`src/rtl/uart_cmd_ctrl.sv`:
```
// Framed UART command parser: SYNC, ADDR, DHI, DLO, CSUM -> write/read one of
// four 16-bit config registers, answering each complete frame over UART TX.
module uart_cmd_ctrl #(
  parameter logic [7:0] SYNC    = 8'hAA,
  parameter int         TIMEOUT = 1200000
) (
  input  logic        clk,
  input  logic        rst_n,
  input  logic        received,
  input  logic [7:0]  rx_byte,
  input  logic        recv_error,
  input  logic        is_transmitting,
  output logic        transmit,
  output logic [7:0]  tx_byte,
  output logic [15:0] cfg_period,
  output logic [15:0] cfg_width,
  output logic [15:0] cfg_delay,
  output logic [15:0] cfg_ctrl,
  output logic        cfg_update,
  output logic        busy
);
  localparam logic [7:0] ACK = 8'h06;
  localparam logic [7:0] NAK = 8'h15;
  localparam int         GW  = (TIMEOUT > 2) ? $clog2(TIMEOUT) : 1;
  // Gap value seen at the edge where the counter would reach TIMEOUT-1
  localparam logic [GW-1:0] GAP_LAST = GW'(TIMEOUT - 2);

  typedef enum logic [2:0] {
    S_IDLE, S_ADDR, S_DHI, S_DLO, S_CSUM, S_EXEC, S_TX_LOAD, S_TX_WAIT
  } state_t;

  state_t          state;
  logic [GW-1:0]   gap;
  logic [7:0]      addr, dhi, dlo, csum;
  logic [15:0]     cfg [4];
  logic [7:0]      resp [3];
  logic [1:0]      resp_last, resp_idx;
  logic            seen_rise;
  logic            frame_ok;

  assign frame_ok   = (csum == (addr ^ dhi ^ dlo)) && (addr[6:2] == 5'd0);
  assign cfg_period = cfg[0];
  assign cfg_width  = cfg[1];
  assign cfg_delay  = cfg[2];
  assign cfg_ctrl   = cfg[3];

  always_ff @(posedge clk or negedge rst_n) begin
    if (!rst_n) begin
      state      <= S_IDLE;
      gap        <= '0;
      addr       <= '0;
      dhi        <= '0;
      dlo        <= '0;
      csum       <= '0;
      for (int i = 0; i < 4; i++) cfg[i] <= '0;
      for (int i = 0; i < 3; i++) resp[i] <= '0;
      resp_last  <= '0;
      resp_idx   <= '0;
      seen_rise  <= 1'b0;
      transmit   <= 1'b0;
      tx_byte    <= '0;
      cfg_update <= 1'b0;
      busy       <= 1'b0;
    end else begin
      transmit   <= 1'b0;
      cfg_update <= 1'b0;
      case (state)
        S_IDLE: begin
          gap <= '0;
          if (received && !recv_error && rx_byte == SYNC) begin
            state <= S_ADDR;
            busy  <= 1'b1;
          end
        end
        S_ADDR, S_DHI, S_DLO, S_CSUM: begin
          // Error beats a same-cycle byte; timeout aborts silently
          if (recv_error || (!received && gap == GAP_LAST)) begin
            state <= S_IDLE;
            busy  <= 1'b0;
            gap   <= '0;
          end else if (received) begin
            gap <= '0;
            case (state)
              S_ADDR:  begin addr <= rx_byte; state <= S_DHI;  end
              S_DHI:   begin dhi  <= rx_byte; state <= S_DLO;  end
              S_DLO:   begin dlo  <= rx_byte; state <= S_CSUM; end
              default: begin csum <= rx_byte; state <= S_EXEC; end
            endcase
          end else begin
            gap <= gap + 1'b1;
          end
        end
        S_EXEC: begin
          resp_idx <= '0;
          state    <= S_TX_LOAD;
          if (!frame_ok) begin
            resp[0]   <= NAK;
            resp_last <= 2'd0;
          end else if (addr[7]) begin
            resp[0]   <= ACK;
            resp[1]   <= cfg[addr[1:0]][15:8];
            resp[2]   <= cfg[addr[1:0]][7:0];
            resp_last <= 2'd2;
          end else begin
            cfg[addr[1:0]] <= {dhi, dlo};
            cfg_update     <= 1'b1;
            resp[0]        <= ACK;
            resp_last      <= 2'd0;
          end
        end
        S_TX_LOAD: begin
          if (!is_transmitting) begin
            transmit  <= 1'b1;
            tx_byte   <= resp[resp_idx];
            seen_rise <= 1'b0;
            state     <= S_TX_WAIT;
          end
        end
        S_TX_WAIT: begin
          // Next byte only after the busy flag has both risen and fallen
          if (is_transmitting) begin
            seen_rise <= 1'b1;
          end else if (seen_rise) begin
            if (resp_idx == resp_last) begin
              state <= S_IDLE;
              busy  <= 1'b0;
            end else begin
              resp_idx <= resp_idx + 1'b1;
              state    <= S_TX_LOAD;
            end
          end
        end
        default: begin
          state <= S_IDLE;
          busy  <= 1'b0;
        end
      endcase
    end
  end
endmodule

```
`config.mk`:
```
export PLATFORM = sky130hd
export DESIGN_NAME = uart_cmd_ctrl
export DESIGN_NICKNAME = d
export VERILOG_FILES = /design/src/rtl/uart_cmd_ctrl.sv
export SDC_FILE = /design/constraint.sdc
export NUM_CORES = 1
export LEC_CHECK = 0
export ABC_AREA = 1
export BUFFER_PORTS_ARGS = -buffer_cell sky130_fd_sc_hd__buf_2
export CAP_MARGIN = 20
export CORE_MARGIN = 8
export CORE_UTILIZATION = 60
export DETAILED_ROUTE_END_ITERATION = 8
export GPL_TIMING_DRIVEN = 0
export PLACE_DENSITY = 0.82
export SYNTH_ARGS = -nofsm -noshare
export SYNTH_HDL_FRONTEND = slang
export SYNTH_SLANG_ARGS = --single-unit
export TNS_END_PERCENT = 5
```
`constraint.sdc`:
```
create_clock -name clk -period 4.7 [get_ports clk]
set_input_delay 0.47 -clock clk [delete_from_list [all_inputs] [get_ports clk]]
set_output_delay 0.47 -clock clk [all_outputs]
set_load 0.005 [all_outputs]
```
Yosys cells after proc, flatten, opt, wreduce, memory -nomap -nowiden
Cells that the tools add are included.
{"block": "classes", "add_sub_neg": 2, "magnitude_cmp": 3, "n_eq_ne": 20, "n_mux": 42, "bitwise_logic": 8, "n_reduce_logical": 27}
{"op": "$bwmux W64", "n": 1}
{"op": "$mux W16", "n": 3}
{"op": "$mux W21", "n": 2}
{"op": "$pmux W21 S2", "n": 1}
{"op": "$bmux W16 S2", "n": 1}
{"op": "$demux W16 S2", "n": 1}
{"op": "$add A21 B1 Y21 const B", "n": 1}
{"op": "$eq A21 B21 Y1 const B", "n": 1}
{"op": "$mux W3", "n": 7}
{"op": "$reduce_and A4 Y1", "n": 5}
{"op": "$bmux W8 S2", "n": 1}
{"op": "$mux W8", "n": 2}
{"op": "$ne A2 B2 Y1 const B", "n": 8}
{"op": "$xor A8 B8 Y8", "n": 2}
{"op": "$pmux W3 S5", "n": 1}
{"op": "$eq A3 B3 Y1 const B", "n": 4}
{"op": "$mux W1", "n": 12}
{"op": "$mux W2", "n": 5}
{"op": "$pmux W3 S3", "n": 1}
{"op": "$reduce_and A3 Y1", "n": 3}
{"op": "$eq A8 B8 Y1", "n": 1}
{"op": "$eq A8 B8 Y1 const B", "n": 1}
{"op": "$eq A3 B2 Y1 const B", "n": 2}
{"op": "$ge A3 B3 Y1 const B", "n": 2}
{"op": "other kinds (23)", "n": 34}
{"block": "totals", "regBits": 160, "output_inout_bits": 75}

Depth between registers and ports, before layout
Gate-level depths: netlist of the first run.
{"block": "logic_depth", "depth_word": 6, "mapped_depth": 14, "mapped_depth_nobuf": 13}

Worst setup path before layout of the first run
Ideal clock, no wire load.
{"block": "synth_path", "path_type": "flip-flop to flip-flop", "from": "register dlo[5]", "to": "register cfg (netlist bit cfg_delay[0])", "t_arrival_ns": 1.629, "setup_slack_ns": 2.954, "stages_incl_launch_ff": 15, "path_buffers": 2, "period_less_slack_ns": 1.746, "path_cell_list": "dfrtp_1 buf_2 inv_1 nand2_1 nand2_1 nand2_1 nand3b_1 nand2_1 nor2_1 nand2_1 nor2_4 nand3_1 buf_2 nand2_1 nand2_1"}
{"block": "synth_via", "elab_chain_cells": 4}
{"element": "start: declaration", "line_no": "34", "rtl": "logic [7:0] addr, dhi, dlo, csum;"}
{"element": "start signal: assignment", "line_no": "53", "rtl": "dlo <= '0;"}
{"element": "start signal: assignment", "line_no": "86", "rtl": "S_DLO: begin dlo <= rx_byte; state <= S_CSUM; end"}
{"element": "$xor A8 B8 Y8", "line_no": "41", "rtl": "assign frame_ok = (csum == (addr ^ dhi ^ dlo)) && (addr[6:2] == 5'd0);"}
{"element": "$eq A8 B8 Y1", "line_no": "41"}
{"element": "$logic_and A1 B1 Y1", "line_no": "41"}
{"element": "$reduce_and A3 Y1 (no source line)"}
{"element": "end signal: indexed assignment", "line_no": "105", "rtl": "cfg[addr[1:0]] <= {dhi, dlo};"}
{"element": "end: declaration", "line_no": "35", "rtl": "logic [15:0] cfg [4];"}
No other way between the ends.
A chain may end at the register's enable or synchronous reset.

Worst setup path after layout of the first run
{"block": "layout_path", "from": "register dlo[4]", "to": "register cfg (netlist bit cfg_ctrl[14])"}
The elaborated chain is that of the path after synthesis.

==> results of run 1 <==
## registers in the layout, summed over array words and instances, names as in the netlist
signal,count
addr,8
cfg_update,1
dhi,8
resp_idx,2
cfg_period,16
resp_last,1
busy,1
state,3
resp,19
seen_rise,1
transmit,1
cfg_ctrl,16
cfg_delay,16
gap,21
tx_byte,8
cfg_width,16
csum,8
dlo,8
## report_power, final
part / switching (uW) / leakage, uW / internal, uW / total, uW
logic: 897 / 0.00217 / 383 / 1280
registers: 238 / 0.00207 / 1540 / 1780
clock network: 528 / 0.000289 / 808 / 1340
## area by class of cell
cell class / instances / area [um^2] / area share
flip-flops and latches: 154 / 3854 / 0.4475
well taps: 147 / 183.9 / 0.02136
multi-input cells: 656 / 3060 / 0.3554
inverters: 67 / 251.5 / 0.02920
clock buffers: 25 / 515.5 / 0.05986
clock inverters: 7 / 62.56 / 0.007264
repair buffers: 88 / 469.2 / 0.05448
plain buffers: 47 / 215.2 / 0.02499
## stage by stage
stage | worst slack [ns] | power (uW) | std cells | hold WS, ns
3_5_place_dp | 2.419 | 3023 | 1159 | 0.4612
5_1_grt | 2.165 | 4610 | 1191 | 0.05239
4_1_cts | 2.369 | 4356 | 1191 | 0.03109
6_report | 2.332 | 4391 | 1191 | 0.01253
2_1_floorplan | 2.954 | 2586 | 924 | 0.1744
3_3_place_gp | 0.9395 | 2979 | 1158 | 0.4554
## cells by family after synthesis
| logic type | count (synthesis) |
|---|---|
| buf+inv | 114 |
| compound gates | 99 |
| fa+ha+maj | 2 |
| xor+xnor | 19 |
| simple gates | 536 |
| flops | 154 |
## routing by layer
layer	up-vias	wire length (um)	share of wire	GRT usage
li1	3271	-	-	-
met1	3347	9041	0.42	0.3636
met2	339	9930	0.46	0.4111
met3	60	1858	0.086	0.07038
met4	0	668	0.031	0.1141
met5	-	0	0	0
## worst paths after layout
| check | slack, ns | end |
|---|---|---|
| max | 2.33 | cfg_ctrl[14] |
| min | 0.01 | dhi[5] |
| max reg2reg | 2.33 | cfg_ctrl[14] |
| min reg2reg | 0.48 | resp[18] |
| max in group asynchronous | 3.85 | resp[4] |
| min in group clk | 0.33 | seen_rise |
## synthesized netlist by cell type
cell | count | area (um^2)
nand3b_1 | 4 | 30.03
nor2_1 | 61 | 229.0
nand2_1 | 347 | 1303
nand3_1 | 33 | 165.2
dfrtp_1 | 154 | 3854
nor3_1 | 12 | 60.06
a31oi_1 | 4 | 25.02
inv_1 | 67 | 251.5
nand4_1 | 76 | 475.5
xor2_1 | 14 | 122.6
a41oi_1 | 4 | 35.03
xnor2_1 | 5 | 43.79
nor2_4 | 1 | 11.26
clkbuf_1 | 28 | 105.1
a21oi_1 | 10 | 50.05
o21ai_0 | 60 | 300.3
o21bai_1 | 1 | 7.510
a221oi_1 | 16 | 140.1
ha_1 | 2 | 25.02
o22ai_1 | 4 | 25.02
buf_4 | 6 | 45.04
or2_2 | 2 | 12.51
buf_2 | 13 | 65.06
==> flow_metrics.tcl, run 1 <==
set metrics [dict create \
    status "completed" \
    drive_gt1_frac 0.1341 \
    clk_latency_ns 0.43 \
    path_max_fanout 10 \
    synth_top_family_by_area "simple AND/OR/NAND/NOR gates" \
    drt_first_pass_iters 5 \
    totalWireLength_um 21500 \
    cp.required_ns 5.01 \
    post_drt_via_cell_ratio 5.892 \
    synth-seq-cells 154 \
    period_needed_ns 2.368 \
    final_antenna_net_count 0 \
    hold_violations 0 \
    grt_pass1_vias 6622 \
    fin_worst_skew_ns 0.007324 \
    drc 0 \
    p_leak_uw 0.004530 \
    relSlewSlack 0.5422 \
    hp-class "input pin to asynchronous set/reset pin" \
    powerDensity_nw_per_um2 509.9 \
    crit_buf_inv 1 \
    fillers 961 \
    synthAdderAreaFrac 0.003390 \
    grt_setup_unrepaired "no" \
    synthesis.nets 939 \
    post_dp_cell_area_um2 8034 \
    core_um2 12010 \
    tightest_slew_ns 0.6867 \
    ios 88 \
    first_iter_violations 734 \
    synth-xor-area-share 0.02255 \
    rows 40 \
    initial_core_util 0.6145 \
    post_cts_resized 0 \
    vias 7017 \
    overflow 0 \
    wire_per_inst_um 18.05 \
    gp_congestion 0.9104 \
    numCtsBuffers 17 \
    final_common_cell "nand2_1" \
    worstPathArrival_ns 2.68 \
    path_cells "nand2_1 -> nand2_1 -> nand2_1 -> nand3_1 -> nand2_1 -> nor2_1 -> nand2_1 -> nor2_4 -> nand3_1 -> buf_2 -> nand2_1 -> nand2_1" \
    grt_use_total 0.2716 \
    cts_root_buf "clkbuf_16" \
    hpwlAfterDp_um 14990 \
    fin_crit_sh 0.5038 \
    final_cell_area_um2 8612 \
    start_kind "register" \
    cts_tree "done" \
    synth-seq-area-share 0.5221 \
    io_buffers 87 \
    syn_inst 924 \
    crit_cells 12 \
    post_cts_buffers 0 \
    synth-warning-count 0 \
    syn_area_um2 7381 \
    grt_max_degree 94 \
    cp-startpoint "dlo[4]" \
    max_freq_mhz 422.3 \
    grt_pass1_wl_um 34230 \
    ctsHtreeMaxLevel 4 \
    syn_area_per_cell_um2 7.988 \
    most-common-layout-cells "347 x nand2_1, 154 x dfrtp_1, 99 x buf_2" \
    cts_hold_buf 0 \
    critPathCaptureType "register" \
    syn2layout_area_growth_pct 16.68 \
    clockBufferDepth 2 \
    dieArea_um2 16110 \
    final-setup-viol-count 0 \
    fin_util 0.7170 \
    vdd_drop_max_mv 0.4222 \
    ys_types 23 \
    max_cap_viol_count 0 \
    rr_worst_depth 12 \
    yosys.area_share.simple 0.3097 \
    clk_pin_slew_ns 0.06 \
    die_w_um 126.9 \
    diodes 0 \
    layout.nets 1046 \
    critPathMaxStageDelay_ns 0.59 \
    die_y_um 126.9 \
    critPathSlowestCell "dfrtp_1" \
    synth_compound_area_frac 0.07900 \
    slew_violations 0 \
    antenna_found_initial 0 \
    crit_top_cell "nand2_1" \
    worstSetupPathType "register to register" \
    final.setup.tns_ns 0 \
    r2r-start "dlo[4]" \
    synthMuxAreaShare 0 \
    cpLargestDelayFamily "simple AND/OR/NAND/NOR gates" \
    clock_sinks 154 \
]
Power figures use the tool's default switching activity.
==> run 2: changes to the inputs <==
Settings changed: ABC_AREA 1 to 0, CORE_UTILIZATION 60 to 53, PLACE_DENSITY 0.82 to 0.76.
Clock period 4.7 ns to 2.15 ns, I/O delays scaled along.
==> run 2 against run 1 <==
  * The run now ends with setup timing left
  * Final area up 4.9%
  * Register-to-register slack lost 2.7 ns
  * Power grew 120%
  * Fmax is 6.2% lower
  * Cell count fell by 28%
  * Sequential power rose by 110%
  * Utilization shrank 6.1 points
  * Clock skew increased by 0.0021 ns
  * Critical path depth down 4
  * Sequential cell count unchanged
  * Sequential share of layout area decreased by 2.0 points
  * Largest cell class unchanged
==> flow_metrics.tcl, run 2 <==
set metrics [dict create \
    period_needed_ns 2.524 \
    synth_largest_area_cell "dfrtp_1" \
    ys_types 58 \
    cts_root_buf "clkbuf_16" \
    powerDensity_nw_per_um2 1087 \
    relSlewSlack 0.4004 \
    vdd_drop_max_mv 0.7299 \
    synth_ff_type "dfrtp_1" \
    gp_congestion 0.8153 \
    first_iter_violations 531 \
    clockBufferDepth 2 \
    synth-warning-count 0 \
    max_cap_viol_count 0 \
    dieArea_um2 18030 \
    synth-seq-area-share 0.5197 \
    critPathMaxStageDelay_ns 0.58 \
    synth_edf_count 0 \
    cp.required_ns 2.46 \
    ys_top_cells_by_count "154 x dfrtp_1, 64 x mux2_2, 49 x mux2_4" \
    wire_per_inst_um 21.35 \
    r2r-start "addr[3]" \
    syn_area_um2 7416 \
    ios 88 \
    r2r_setup_slack_ns -0.37 \
    cpLargestDelayFamily "simple AND/OR/NAND/NOR gates" \
    yosys.area.top_type_share 0.5197 \
    slew_violations 0 \
    die_y_um 134.3 \
    setup_ws_ns -0.3737 \
    final_common_cell "dfrtp_1" \
    largest_reg_flops 21 \
    grt_use_total 0.2061 \
    tightest_slew_ns 0.8955 \
    path_cells "or4_4 -> nor4_4 -> nor4b_4 -> buf_4 -> and4_1 -> buf_6 -> clkbuf_16 -> mux2_4" \
    worstSetupPathType "register to register" \
    layout.nets 680 \
    synth-seq-cells 154 \
    synthesis.nets 563 \
    rr_worst_depth 8 \
    critPathCaptureType "register" \
    hold_violations 0 \
    start_kind "register" \
    antenna_found_initial 0 \
    drive_gt1_frac 0.4381 \
    violations "setup timing" \
    reg_top3 "gap (21), resp (19)" \
    path_max_fanout 5 \
    clk_latency_ns 0.42 \
    vias 5148 \
    drc 0 \
    grt_pass1_vias 5153 \
    p_leak_uw 0.004474 \
    ctsHtreeMaxLevel 4 \
    io_buffers 87 \
    syn2layout_area_growth_pct 21.76 \
    ys_top_cells_by_area "dfrtp_1 52%, mux2_4 9.9%, mux2_2 9.7%" \
    final-setup-viol-count 108 \
    clk_pin_slew_ns 0.06 \
    syn_inst 548 \
    ys_async_sr_fraction 1.000 \
    holdWs_ns 0.09477 \
    status "finished with violations" \
    fin_crit_sh 1.174 \
    r2r_end "resp[5]" \
    grt_setup_unrepaired "yes" \
    synth_most_common_cell "dfrtp_1" \
    total_power_uw 9815 \
    clock_sinks 154 \
    drt_first_pass_iters 7 \
    fin_worst_skew_ns 0.009442 \
    grt_pass1_wl_um 28850 \
    initial_core_util 0.5384 \
    most-common-layout-cells "152 x dfrtp_1, 86 x buf_2, 59 x mux2_2" \
    syn_area_per_cell_um2 13.53 \
    cts_tree "done" \
    hpwlAfterDp_um 12580 \
    rows 43 \
    crit_buf_inv 3 \
    final_antenna_net_count 0 \
    hp-class "input pin to register" \
    overflow 0 \
    max_freq_mhz 396.3 \
    numCtsBuffers 17 \
    totalWireLength_um 18320 \
    worstPathArrival_ns 2.83 \
    diodes 0 \
    grt_max_degree 84 \
    crit_cells 8 \
    critPathSlowestCell "or4_4" \
    post_drt_via_cell_ratio 6.000 \
    core_um2 13770 \
    cp-startpoint "addr[3]" \
    top_register "gap" \
    die_w_um 134.3 \
    crit_end "resp[5]" \
]
-- run 2: kinds of logic (layout without fill, tap and decap cells) --
family | after synthesis | in the layout | share of synthesized area
AO/OA/AOI/OAI | 81 | 81 | 0.06850
XOR/XNOR | 24 | 24 | 0.02834
adder cells (fa/ha/maj) | 2 | 2 | 0.003374
buffers and inverters | 34 | 164 | 0.02463
flip-flops | 154 | 154 | 0.5197
multiplexers | 134 | 134 | 0.2517
AND/OR/NAND/NOR | 119 | 119 | 0.1038
-- run 2: per-layer routing --
layer  vias up  wire [um]  share of wire  track usage
met3        46        871          0.048      0.05049
li1       2278          -              -            -
met5         -          0              0            0
met2       184       9195           0.50       0.3379
met1      2640       7861           0.43       0.2601
met4         0        389          0.021      0.07299
-- run 2: power by group --
group	switching (uW)	leakage, uW	internal [uW]
Clock	1160	0.000319	2060
Sequential	493	0.00207	3320
Combinational	1590	0.00208	1180
Total	3250	0.00447	6570
-- run 2: how the worst min path moves through the flow --
| stage | start | to | slack (ns) | cells after the start |
|---|---|---|---|---|
| after global placement | resp[18] | resp[18] | 0.45 | 1 |
| after detailed placement | rst_n | gap[15] | 0.27 | 1 |
| after CTS | rx_byte[5] | dhi[5] | 0.08 | 2 |
| after floorplan | rst_n | addr[0] | -0.08 | 0 |
| final | rx_byte[5] | dlo[5] | 0.09 | 2 |
| after global routing | rx_byte[7] | dlo[7] | 0.09 | 2 |
-- run 2: what timing repair did --
action	in CTS	in global routing
hold buffers	1	0
setup endpoints to repair	131	125
resized for setup	24	31
pin swaps	3	7
setup buffers	5	3
endpoints found under the hold margin	71	0
cloned	0	1
-- run 2: metrics by stage --
step                instances  utilization  setup WS [ns]  setup TNS (ns)  area [um^2]
global placement          815       0.5864         -1.250         -242.14         8077
detailed placement        816       0.5892        -0.6233          -51.63         8115
global route              858       0.6556        -0.4413          -32.00         9030
CTS                       854       0.6466        -0.3703          -23.30         8906
finish                    858       0.6556        -0.3737          -24.45         9030
floorplan                 548            -        -0.3718          -18.11         7416
-- run 2: layout make-up --
cell class / instances / area (um^2)
Tap cell: 180 / 225.2
Timing Repair Buffer: 98 / 580.6
Inverter: 10 / 37.54
Sequential cell: 154 / 3856
Clock inverter: 11 / 165.2
Buffer: 24 / 198.9
Clock buffer: 21 / 480.5
Multi-Input combinational cell: 360 / 3486
Fill cell: 1005 / 4743
